<file path="src/rtl/alu_seq_pkg.sv">
// alu_seq_pkg: shared definitions for the alu_seq_acc accumulator ALU.
//   - op-code localparams OP_ADD..OP_MUL
//   - flag bit indices inside the 4-bit {V,C,N,Z} flag word
//   - FSM state encoding
//   - pack_flags(): assembles a flag word from its four bits
package alu_seq_pkg;

  localparam logic [2:0] OP_ADD = 3'd0;
  localparam logic [2:0] OP_SUB = 3'd1;
  localparam logic [2:0] OP_XOR = 3'd2;
  localparam logic [2:0] OP_AND = 3'd3;
  localparam logic [2:0] OP_OR  = 3'd4;
  localparam logic [2:0] OP_ACC = 3'd5;
  localparam logic [2:0] OP_SHL = 3'd6;
  localparam logic [2:0] OP_MUL = 3'd7;

  localparam int FLG_Z = 0;
  localparam int FLG_N = 1;
  localparam int FLG_C = 2;
  localparam int FLG_V = 3;

  typedef enum logic {ST_IDLE = 1'b0, ST_MUL = 1'b1} state_t;

  function automatic logic [3:0] pack_flags(input logic v, input logic c,
                                            input logic n, input logic z);
    logic [3:0] f;
    f        = '0;
    f[FLG_V] = v;
    f[FLG_C] = c;
    f[FLG_N] = n;
    f[FLG_Z] = z;
    return f;
  endfunction

endpackage

</file>
<file path="src/rtl/alu_shift_add_mul.sv">
// alu_shift_add_mul: iterative unsigned shift-add multiplier, one multiplier
// bit per cycle, WIDTH cycles per product.
//   clk, rst  clock, async active-low reset
//   load      capture a/b and start iterating (next WIDTH cycles)
//   a, b      multiplicand / multiplier
//   abort     stop iterating; product is discarded
//   product   full 2*WIDTH product, valid while last=1 (includes the final step)
//   last      high during the final iteration cycle
module alu_shift_add_mul #(
  parameter int WIDTH = 16
) (
  input  logic               clk,
  input  logic               rst,
  input  logic               load,
  input  logic [WIDTH-1:0]   a,
  input  logic [WIDTH-1:0]   b,
  input  logic               abort,
  output logic [2*WIDTH-1:0] product,
  output logic               last
);
  localparam int CW = $clog2(WIDTH);

  logic [2*WIDTH-1:0] r_mcand, r_prod, w_prod_nxt;
  logic [WIDTH-1:0]   r_mplier;
  logic [CW-1:0]      r_cnt;
  logic               r_run;

  // Product including the current step, so the owner can capture the final
  // result on the same edge as the last iteration.
  assign w_prod_nxt = r_mplier[0] ? (r_prod + r_mcand) : r_prod;
  assign product    = w_prod_nxt;
  assign last       = r_run && (r_cnt == '0);

  always_ff @(posedge clk or negedge rst) begin
    if (!rst) begin
      r_mcand  <= '0;
      r_prod   <= '0;
      r_mplier <= '0;
      r_cnt    <= '0;
      r_run    <= 1'b0;
    end else if (abort) begin
      r_run <= 1'b0;
    end else if (load) begin
      r_mcand  <= {{WIDTH{1'b0}}, a};
      r_mplier <= b;
      r_prod   <= '0;
      r_cnt    <= CW'(WIDTH - 1);
      r_run    <= 1'b1;
    end else if (r_run) begin
      r_prod   <= w_prod_nxt;
      r_mcand  <= r_mcand << 1;
      r_mplier <= r_mplier >> 1;
      r_cnt    <= r_cnt - 1'b1;
      if (last) r_run <= 1'b0;
    end
  end

endmodule

</file>
<file path="src/rtl/alu_seq_acc.sv">
// alu_seq_acc: parameterised accumulator ALU with start/busy/done handshake.
//   clk, rst    clock, async active-low reset
//   a_in/a_load operand A register load (IDLE only)
//   b_in, op    operand B and op code, used on an accepted start
//   start       request; accepted when idle and acc_clr=0
//   acc_clr     clear acc/flags, aborts a running multiply
//   busy        multiply in progress
//   done        one-cycle pulse when acc_out/flags were written
//   acc_out     accumulator
//   flags       {V,C,N,Z}
//   op_err      one-cycle pulse on an unsupported op
// Build option: define ALU_MUL_EN to include the iterative multiplier; without
// it, op 111 only raises op_err and busy stays 0.
module alu_seq_acc
  import alu_seq_pkg::*;
#(
  parameter int WIDTH = 16,
  parameter int SH_W  = $clog2(WIDTH)
) (
  input  logic             clk,
  input  logic             rst,
  input  logic [WIDTH-1:0] a_in,
  input  logic             a_load,
  input  logic [WIDTH-1:0] b_in,
  input  logic [2:0]       op,
  input  logic             start,
  input  logic             acc_clr,
  output logic             busy,
  output logic             done,
  output logic [WIDTH-1:0] acc_out,
  output logic [3:0]       flags,
  output logic             op_err
);
  logic [WIDTH-1:0] r_a, r_acc;
  logic [3:0]       r_flags;
  logic             r_done, r_err;
  logic             w_idle, w_accept;

`ifdef ALU_MUL_EN
  state_t             r_state;
  logic               r_busy;
  logic [2*WIDTH-1:0] w_prod;
  logic               w_last;

  assign w_idle = (r_state == ST_IDLE);
  assign busy   = r_busy;

  alu_shift_add_mul #(.WIDTH(WIDTH)) u_mul (
    .clk     (clk),
    .rst     (rst),
    .load    (w_accept && (op == OP_MUL)),
    .a       (r_a),
    .b       (b_in),
    .abort   (acc_clr && (r_state == ST_MUL)),
    .product (w_prod),
    .last    (w_last)
  );
`else
  assign w_idle = 1'b1;
  assign busy   = 1'b0;
`endif

  assign w_accept = start && w_idle && !acc_clr;

  // Shared adder: SUB is A + ~B + 1, ACC adds B to the accumulator.
  logic [WIDTH-1:0] w_x, w_y, w_res;
  logic             w_cin, w_c, w_v;
  logic [WIDTH:0]   w_sum, w_shl;

  always_comb begin
    w_x   = r_a;
    w_y   = b_in;
    w_cin = 1'b0;
    case (op)
      OP_SUB: begin w_y = ~b_in; w_cin = 1'b1; end
      OP_ACC: w_x = r_acc;
      default: ;
    endcase
  end

  assign w_sum = {1'b0, w_x} + {1'b0, w_y} + {{WIDTH{1'b0}}, w_cin};
  // The extra top bit catches the last bit shifted out (0 for amount 0).
  assign w_shl = {1'b0, r_a} << b_in[SH_W-1:0];

  always_comb begin
    w_res = '0;
    w_c   = 1'b0;
    w_v   = 1'b0;
    case (op)
      OP_ADD, OP_SUB, OP_ACC: begin
        w_res = w_sum[WIDTH-1:0];
        w_c   = w_sum[WIDTH];
        w_v   = (w_x[WIDTH-1] == w_y[WIDTH-1]) && (w_sum[WIDTH-1] != w_x[WIDTH-1]);
      end
      OP_XOR: w_res = r_a ^ b_in;
      OP_AND: w_res = r_a & b_in;
      OP_OR:  w_res = r_a | b_in;
      OP_SHL: begin
        w_res = w_shl[WIDTH-1:0];
        w_c   = w_shl[WIDTH];
      end
      default: ;
    endcase
  end

  always_ff @(posedge clk or negedge rst) begin
    if (!rst) begin
      r_a     <= '0;
      r_acc   <= '0;
      r_flags <= '0;
      r_done  <= 1'b0;
      r_err   <= 1'b0;
`ifdef ALU_MUL_EN
      r_state <= ST_IDLE;
      r_busy  <= 1'b0;
`endif
    end else begin
      r_done <= 1'b0;
      r_err  <= 1'b0;
      // The datapath above already read the old A for any op accepted here.
      if (a_load && w_idle) r_a <= a_in;
      if (acc_clr) begin
        r_acc   <= '0;
        r_flags <= '0;
`ifdef ALU_MUL_EN
        r_state <= ST_IDLE;
        r_busy  <= 1'b0;
`endif
      end else if (w_accept) begin
        if (op == OP_MUL) begin
`ifdef ALU_MUL_EN
          r_state <= ST_MUL;
          r_busy  <= 1'b1;
`else
          r_err   <= 1'b1;
`endif
        end else begin
          r_acc   <= w_res;
          r_flags <= pack_flags(w_v, w_c, w_res[WIDTH-1], ~|w_res);
          r_done  <= 1'b1;
        end
      end
`ifdef ALU_MUL_EN
      else if ((r_state == ST_MUL) && w_last) begin
        r_acc   <= w_prod[WIDTH-1:0];
        r_flags <= pack_flags(1'b0, |w_prod[2*WIDTH-1:WIDTH],
                              w_prod[WIDTH-1], ~|w_prod[WIDTH-1:0]);
        r_state <= ST_IDLE;
        r_busy  <= 1'b0;
        r_done  <= 1'b1;
      end
`endif
    end
  end

  assign acc_out = r_acc;
  assign flags   = r_flags;
  assign done    = r_done;
  assign op_err  = r_err;

endmodule
</file>
<file path="config.mk">
export PLATFORM = sky130hd
export DESIGN_NAME = alu_seq_acc
export DESIGN_NICKNAME = d
export VERILOG_FILES = /design/src/rtl/alu_seq_pkg.sv /design/src/rtl/alu_shift_add_mul.sv /design/src/rtl/alu_seq_acc.sv
export SDC_FILE = /design/constraint.sdc
export NUM_CORES = 1
export LEC_CHECK = 0
export CORE_MARGIN = 1.5
export CORE_UTILIZATION = 35
export DETAILED_ROUTE_END_ITERATION = 8
export HOLD_SLACK_MARGIN = 0.02
export PLACE_DENSITY = 0.56
export SLEW_MARGIN = 25
export SYNTH_ARGS = -nofsm -noshare
export SYNTH_HDL_FRONTEND = slang
export SYNTH_HIERARCHICAL = 1
export SYNTH_SLANG_ARGS = --single-unit
</file>
<file path="constraint.sdc">
create_clock -name clk -period 3 [get_ports clk]
set_input_delay 0.6 -clock clk [delete_from_list [all_inputs] [get_ports clk]]
set_output_delay 0.6 -clock clk [all_outputs]
set_load 0.05 [all_outputs]
</file>
Word-level counts from Yosys, hierarchy flattened
Index checks and enable logic that the tools add are counted.
{ "classes": {"add_sub_neg": 2, "mul": 0, "div": 0, "magnitude_cmp": 0, "eq_ne": 10, "shifts": 1, "n_mux": 18, "bitwise_logic": 4, "n_reduce_logical": 9} }
{ "ops": {"columns": ["op", "n"], "rows": [
  ["$mux W16", 5],
  ["$pmux W16 S5", 1],
  ["$add A16 B16 Y17", 1],
  ["$add A17 B1 Y17", 1],
  ["$shl A16 B4 Y17", 1],
  ["$and A16 B16 Y16", 1],
  ["$not A16 Y16", 1],
  ["$or A16 B16 Y16", 1],
  ["$reduce_or A16 Y1", 1],
  ["$xor A16 B16 Y16", 1],
  ["$eq A3 B3 Y1 const B", 4],
  ["$mux W4", 3],
  ["$mux W1", 8],
  ["$eq A3 B2 Y1 const B", 2],
  ["$eq A3 B1 Y1 const B", 1],
  ["$logic_not A3 Y1", 1],
  ["$reduce_or A3 Y1", 1],
  ["$logic_and A1 B1 Y1", 2],
  ["$logic_not A1 Y1", 2],
  ["$ne A2 B2 Y1 const B", 1],
  ["$pmux W1 S2", 1],
  ["$reduce_and A2 Y1", 1],
  ["$reduce_bool A2 Y1", 1],
  ["$eq A1 B1 Y1", 1],
  ["$ne A1 B1 Y1", 1]
]} }
{ "word_totals": {"reg_bits": 38, "latch_bits": 0, "mem_bits_rw": 0, "romBits": 0, "inputBits": 40, "output_inout_bits": 23, "wordCells": 49, "memories": 0} }

Depth between registers and ports, before layout
{ "logic_depth": {"depth_word": 10, "mapped_depth": 15, "depth_no_buf": 12} }

Worst setup path after synthesis
OpenSTA, ideal clock, no wires.
{ "synth_timing": {"path_type": "input -> register", "startpoint": "in op[1]", "endpoint": "reg r_flags[0], in the netlist flags[0]", "setup_ns": 0.077, "arrival_time_ns": 4.022, "t_required_ns": 2.923, "setup_slack_ns": -1.098, "cell_stages": 14, "path_buffers": 2, "cell_sequence": "buf_2 nand2b_1 nor2_1 clkbuf_1 xnor2_1 fa_1 a21o_1 a221o_1 a221oi_2 mux2i_1 o21ai_2 nor4_1 nand4_1 o21ai_1"} }
{ "synth_via": {"elab_chain_len": 10, "word_cells_on_any_way": 22, "cone_classes": "add/sub (2); eq/ne (8); mux (7); reduce/logical (5)"} }
{ "synth_lines": {"columns": ["element", "line_no", "rtl"], "rows": [
  ["start: declaration", "alu_seq_acc.sv:25", "input logic [2:0] op,"],
  ["$eq A3 B3 Y1 or $eq A3 B1 Y1 (tied branches)", "alu_seq_acc.sv:74, alu_seq_acc.sv:89", null],
  ["$mux W16", "alu_seq_acc.sv:74", "case (op)"],
  ["$add A16 B16 Y17", "alu_seq_acc.sv:81", "assign w_sum = {1'b0, w_x} + {1'b0, w_y} + {{WIDTH{1'b0}}, w_cin};"],
  ["$add A17 B1 Y17", "alu_seq_acc.sv:81", null],
  ["$pmux W16 S5", "alu_seq_acc.sv:89", "case (op)"],
  ["$reduce_or A16 Y1", "alu_seq_acc.sv:139", "r_flags <= pack_flags(w_v, w_c, w_res[WIDTH-1], ~|w_res);"],
  ["$logic_not A1 Y1", "alu_seq_acc.sv:139", null],
  ["$mux W4", "alu_seq_acc.sv:130", "if (op == OP_MUL) begin"],
  ["$mux W4", "alu_seq_acc.sv:129", "end else if (w_accept) begin"],
  ["$mux W4", "alu_seq_acc.sv:122", "if (acc_clr) begin"],
  ["end signal: assignment", "alu_seq_acc.sv:139", null],
  ["end: declaration", "alu_seq_acc.sv:35", "logic [3:0] r_flags;"]
]} }
Several ways; a longest one is shown, not always the timed one. The select of a mux whose other input is x is not followed.
A chain may end at the register's enable or synchronous reset.

Worst setup path in the final report
Ends and elaborated chain as after synthesis.

==> metrics.yaml <==
grt:
  grt_pass1_wl_mm: 25.76
  grt_max_degree: 38
  antenna_found_initial: 0
  track_usage_pct: 24.91
  grt-ovfl-total: 0
  grt_pass1_vias: 4789
cells_and_area:
  multi_input_area_sq_um: 3696
  syn_to_final_growth_pct: 54.74
  most-common-layout-cells: "152 x buf_4, 59 x nand2_1, 53 x clkdlybuf4s50_1"
  mostFrequentLayoutCell: "buf_4"
  drive_gt1_share_pct: 34.77
  ff_latch_area_sq_um: 925.9
  diodes: 0
  fillers: 1211
  nets: 830
clock_network:
  cts.sinks: 37
  clock_latency_ns: 0.29
  ctsHtreeMaxLevel: 2
  cts-root-buf: "clkbuf_16"
  cts_tree: "built"
  clockBufferDepth: 2
  clk_pin_slew_ns: 0.06
  cts_made_buffers: 5
worst_setup_path:
  cp.buffers_inverters: 4
  path_max_fanout: 4
  slowest_delay_ns: 0.37
  crit_required_ns: 3.22
  criticalPathCategory: "primary input to register"
  end_kind: "register"
  setup.worst_path.start_class: "primary input"
  crit_slowest_cell: "a221o_1"
  critPathArrivalTime_ns: 3.45
  crit_path_cell_trace: "buf_6, nand3b_4, buf_6, buf_6, mux2_4, ha_4, a21o_1, a221o_1, a221oi_2, buf_4, o21ai_4, mux2i_1, a211oi_2, o2111ai_1, o21ai_1"
  crit_path_frequent_cell: "buf_6"
  critPathTopFamily: "compound AO/OA/AOI/OAI gates"
power:
  p_sw_share_pct: 39.05
  p_seq_share_pct: 22.2
  cellLeakagePower_uw: 0.003246
  clockPowerShare_pct: 19.2
  peakVddDrop_v: 0.0002562
  netSwitchingPower_uw: 1050
  power.density_nw_per_um2: 382.9
  internal_power_uw: 1639
  finalPower_uw: 2688
  p_comb_share_pct: 58.6
yosys:
  async_flop_share_pct: 100.0
  ys_seq_area_share_pct: 20.41
  ys_types: 72
  yosysWarnings: 6
  synth_area_leader_cell: "dfrtp_1"
  synth.area.top_cells: "dfrtp_1 20%, ha_1 13%, mux2_2 5.2%"
  syn_area_per_cell_sq_um: 8.417
  synth_edf_count: 0
  syn_inst: 539
  synth_seq_cells: 37
  synth_ff_type: "dfrtp_1"
  synth_area_sq_um: 4537
  syn-num-nets: 628
  yosysTopAreaCellShare_pct: 20.41
detailed_routing:
  via_per_inst: 5.345
  drc: 0
  firstDrtPassIters: 6
  dr_total_vias: 4885
  antenna_left: 0
  routedWlPerCell_um: 17.91
  wl_mm: 16.37
  first_iter_violations: 299
worst_hold_path:
  hp-class: "primary input to asynchronous set/reset pin"
sta:
  fin_worst_skew_ns: 0.003249
  rsz0062_at_grt: "true"
  finalSetupTns_ns: -0.6137
  hold_viol: 0
  slew_viol_final: 0
  min_period_over_period_pct: 107.8
  layout_setup_ws_ns: -0.2334
  slew_headroom_pct: 33.97
  max_freq_ghz: 0.3093
  setup_viol: 5
  fin_crit_ns: 3.233
  worst_pin_slew_ns: 0.9868
die:
  core_sq_um: 12620
  initial_core_util_pct: 35.95
  dieArea_sq_um: 13650
  die_y_um: 116.9
  die_x_um: 116.9
  num_rows: 41
  ios: 63
outcome:
  violations: "setup timing"
  status: "finished, violations left"
place:
  gp_congestion: 0.8981
  dpl.hpwl_mm: 13.23
  io_buffers: 61
job:
  drv_cap: 0
==> worst paths after layout <==
| path | start | to | slack, ns | cells past startpoint |
|---|---|---|---|---|
| worst min-delay path | rst | acc_out[1] | 0.43 | 1 |
| worst min register to register | flags[3] | flags[3] | 0.49 | 2 |
| worst max-delay path | op[1] | flags[0] | -0.23 | 15 |
| worst max register to register | acc_out[0] | flags[0] | -0.11 | 13 |
| max in group asynchronous | rst | r_a[15] | 2.03 | 1 |
| min in group clk | flags[3] | flags[3] | 0.49 | 2 |
==> what timing repair did <==
item,in CTS,in global routing
hold buffers,0,0
buffers inserted,8,10
pin swaps,18,26
setup endpoints to repair,15,10
gates resized for setup,41,47
==> cells by family (layout without fill, tap and decap cells) <==
family                     count (synthesis)  after routing  share of synthesized area, %
and+or+nand+nor                          159            159                         17.49
other                                      1              1                       0.08266
DFF                                       37             37                         20.41
muxes                                     52             52                         14.51
xor gates and xnor gates                  22             22                         4.247
buffers and inverters                     68            271                         6.453
AOI/OAI and AO/OA                        151            151                         23.14
adders and majority gates                 49             49                         13.68
==> worst reg2reg max path: stages, from the launching register on <==
cell       delay [ns]
dfrtp_1          0.40
nand3_1          0.10
a21oi_1          0.09
or2_4            0.27
fa_2             0.39
a21o_1           0.19
a221o_1          0.35
a221oi_2         0.32
buf_4            0.17
o21ai_4          0.05
mux2i_1          0.12
a211oi_2         0.28
o2111ai_1        0.16
o21ai_1          0.15
==> sequential cells by signal (all words and copies together), names as in the netlist <==
| register | count |
|---|---|
| r_a | 16 |
| acc_out | 15 |
| flags | 4 |
| done | 1 |
| op_err | 1 |
==> cells in the mapped netlist (6+ instances only) <==
| cell type | number |
|---|---|
| a211oi_1 | 6 |
| o21ai_0 | 32 |
| nor2b_1 | 7 |
| o21ai_1 | 17 |
| xnor2_1 | 18 |
| nor2_1 | 33 |
| o211ai_1 | 8 |
| inv_1 | 35 |
| o21a_1 | 6 |
| nand2_1 | 60 |
| buf_2 | 9 |
| ha_1 | 48 |
| dfrtp_1 | 37 |
| mux2i_1 | 23 |
| nor3b_1 | 8 |
| a22o_1 | 9 |
| nor3_1 | 8 |
| nand2b_1 | 7 |
| nand3_1 | 11 |
| mux2_2 | 21 |
| o2bb2ai_1 | 6 |
| clkbuf_1 | 13 |
| a21oi_1 | 22 |
==> power groups by stage <==
stage / combinational (uW) / sequential [uW] / clock (uW)
2_1_floorplan: 690 / 673 / 0
3_3_place_gp: 1380 / 603 / 0
3_5_place_dp: 1390 / 604 / 0
4_1_cts: 1450 / 596 / 537
5_1_grt: 1700 / 603 / 556
6_report: 1570 / 598 / 516
==> metrics by stage <==
step	setup WS, ns	area (sq um)	hold slack, ns	cells	utilization, %
2_1_floorplan	-0.4735	4612	0.3044	539	-
3_3_place_gp	-0.9624	6370	0.4670	888	50.48
3_5_place_dp	-0.9999	6370	0.4778	888	50.48
4_1_cts	-0.2146	6694	0.4586	904	53.04
5_1_grt	-0.3287	7020	0.5026	914	55.63
6_report	-0.2334	7020	0.4273	914	55.63
==> layout make-up <==
type	instances	area share (%)
inverter	38	2.032
tap	172	3.065
clock inverter	3	0.2495
clock buffer	5	1.782
multi-input combinational	434	52.65
sequential	37	13.19
timing repair buffer	225	27.04
==> layer usage <==
metal  GRT usage, %  vias up  share of wire (%)
met4          6.345        0                1.8
met1          35.86     2333                 49
met2          39.42      152                 45
met5              0        -                  0
li1               -     2377                  -
met3          3.399       23                4.5
No activity file was read; power rests on OpenSTA's default activity.
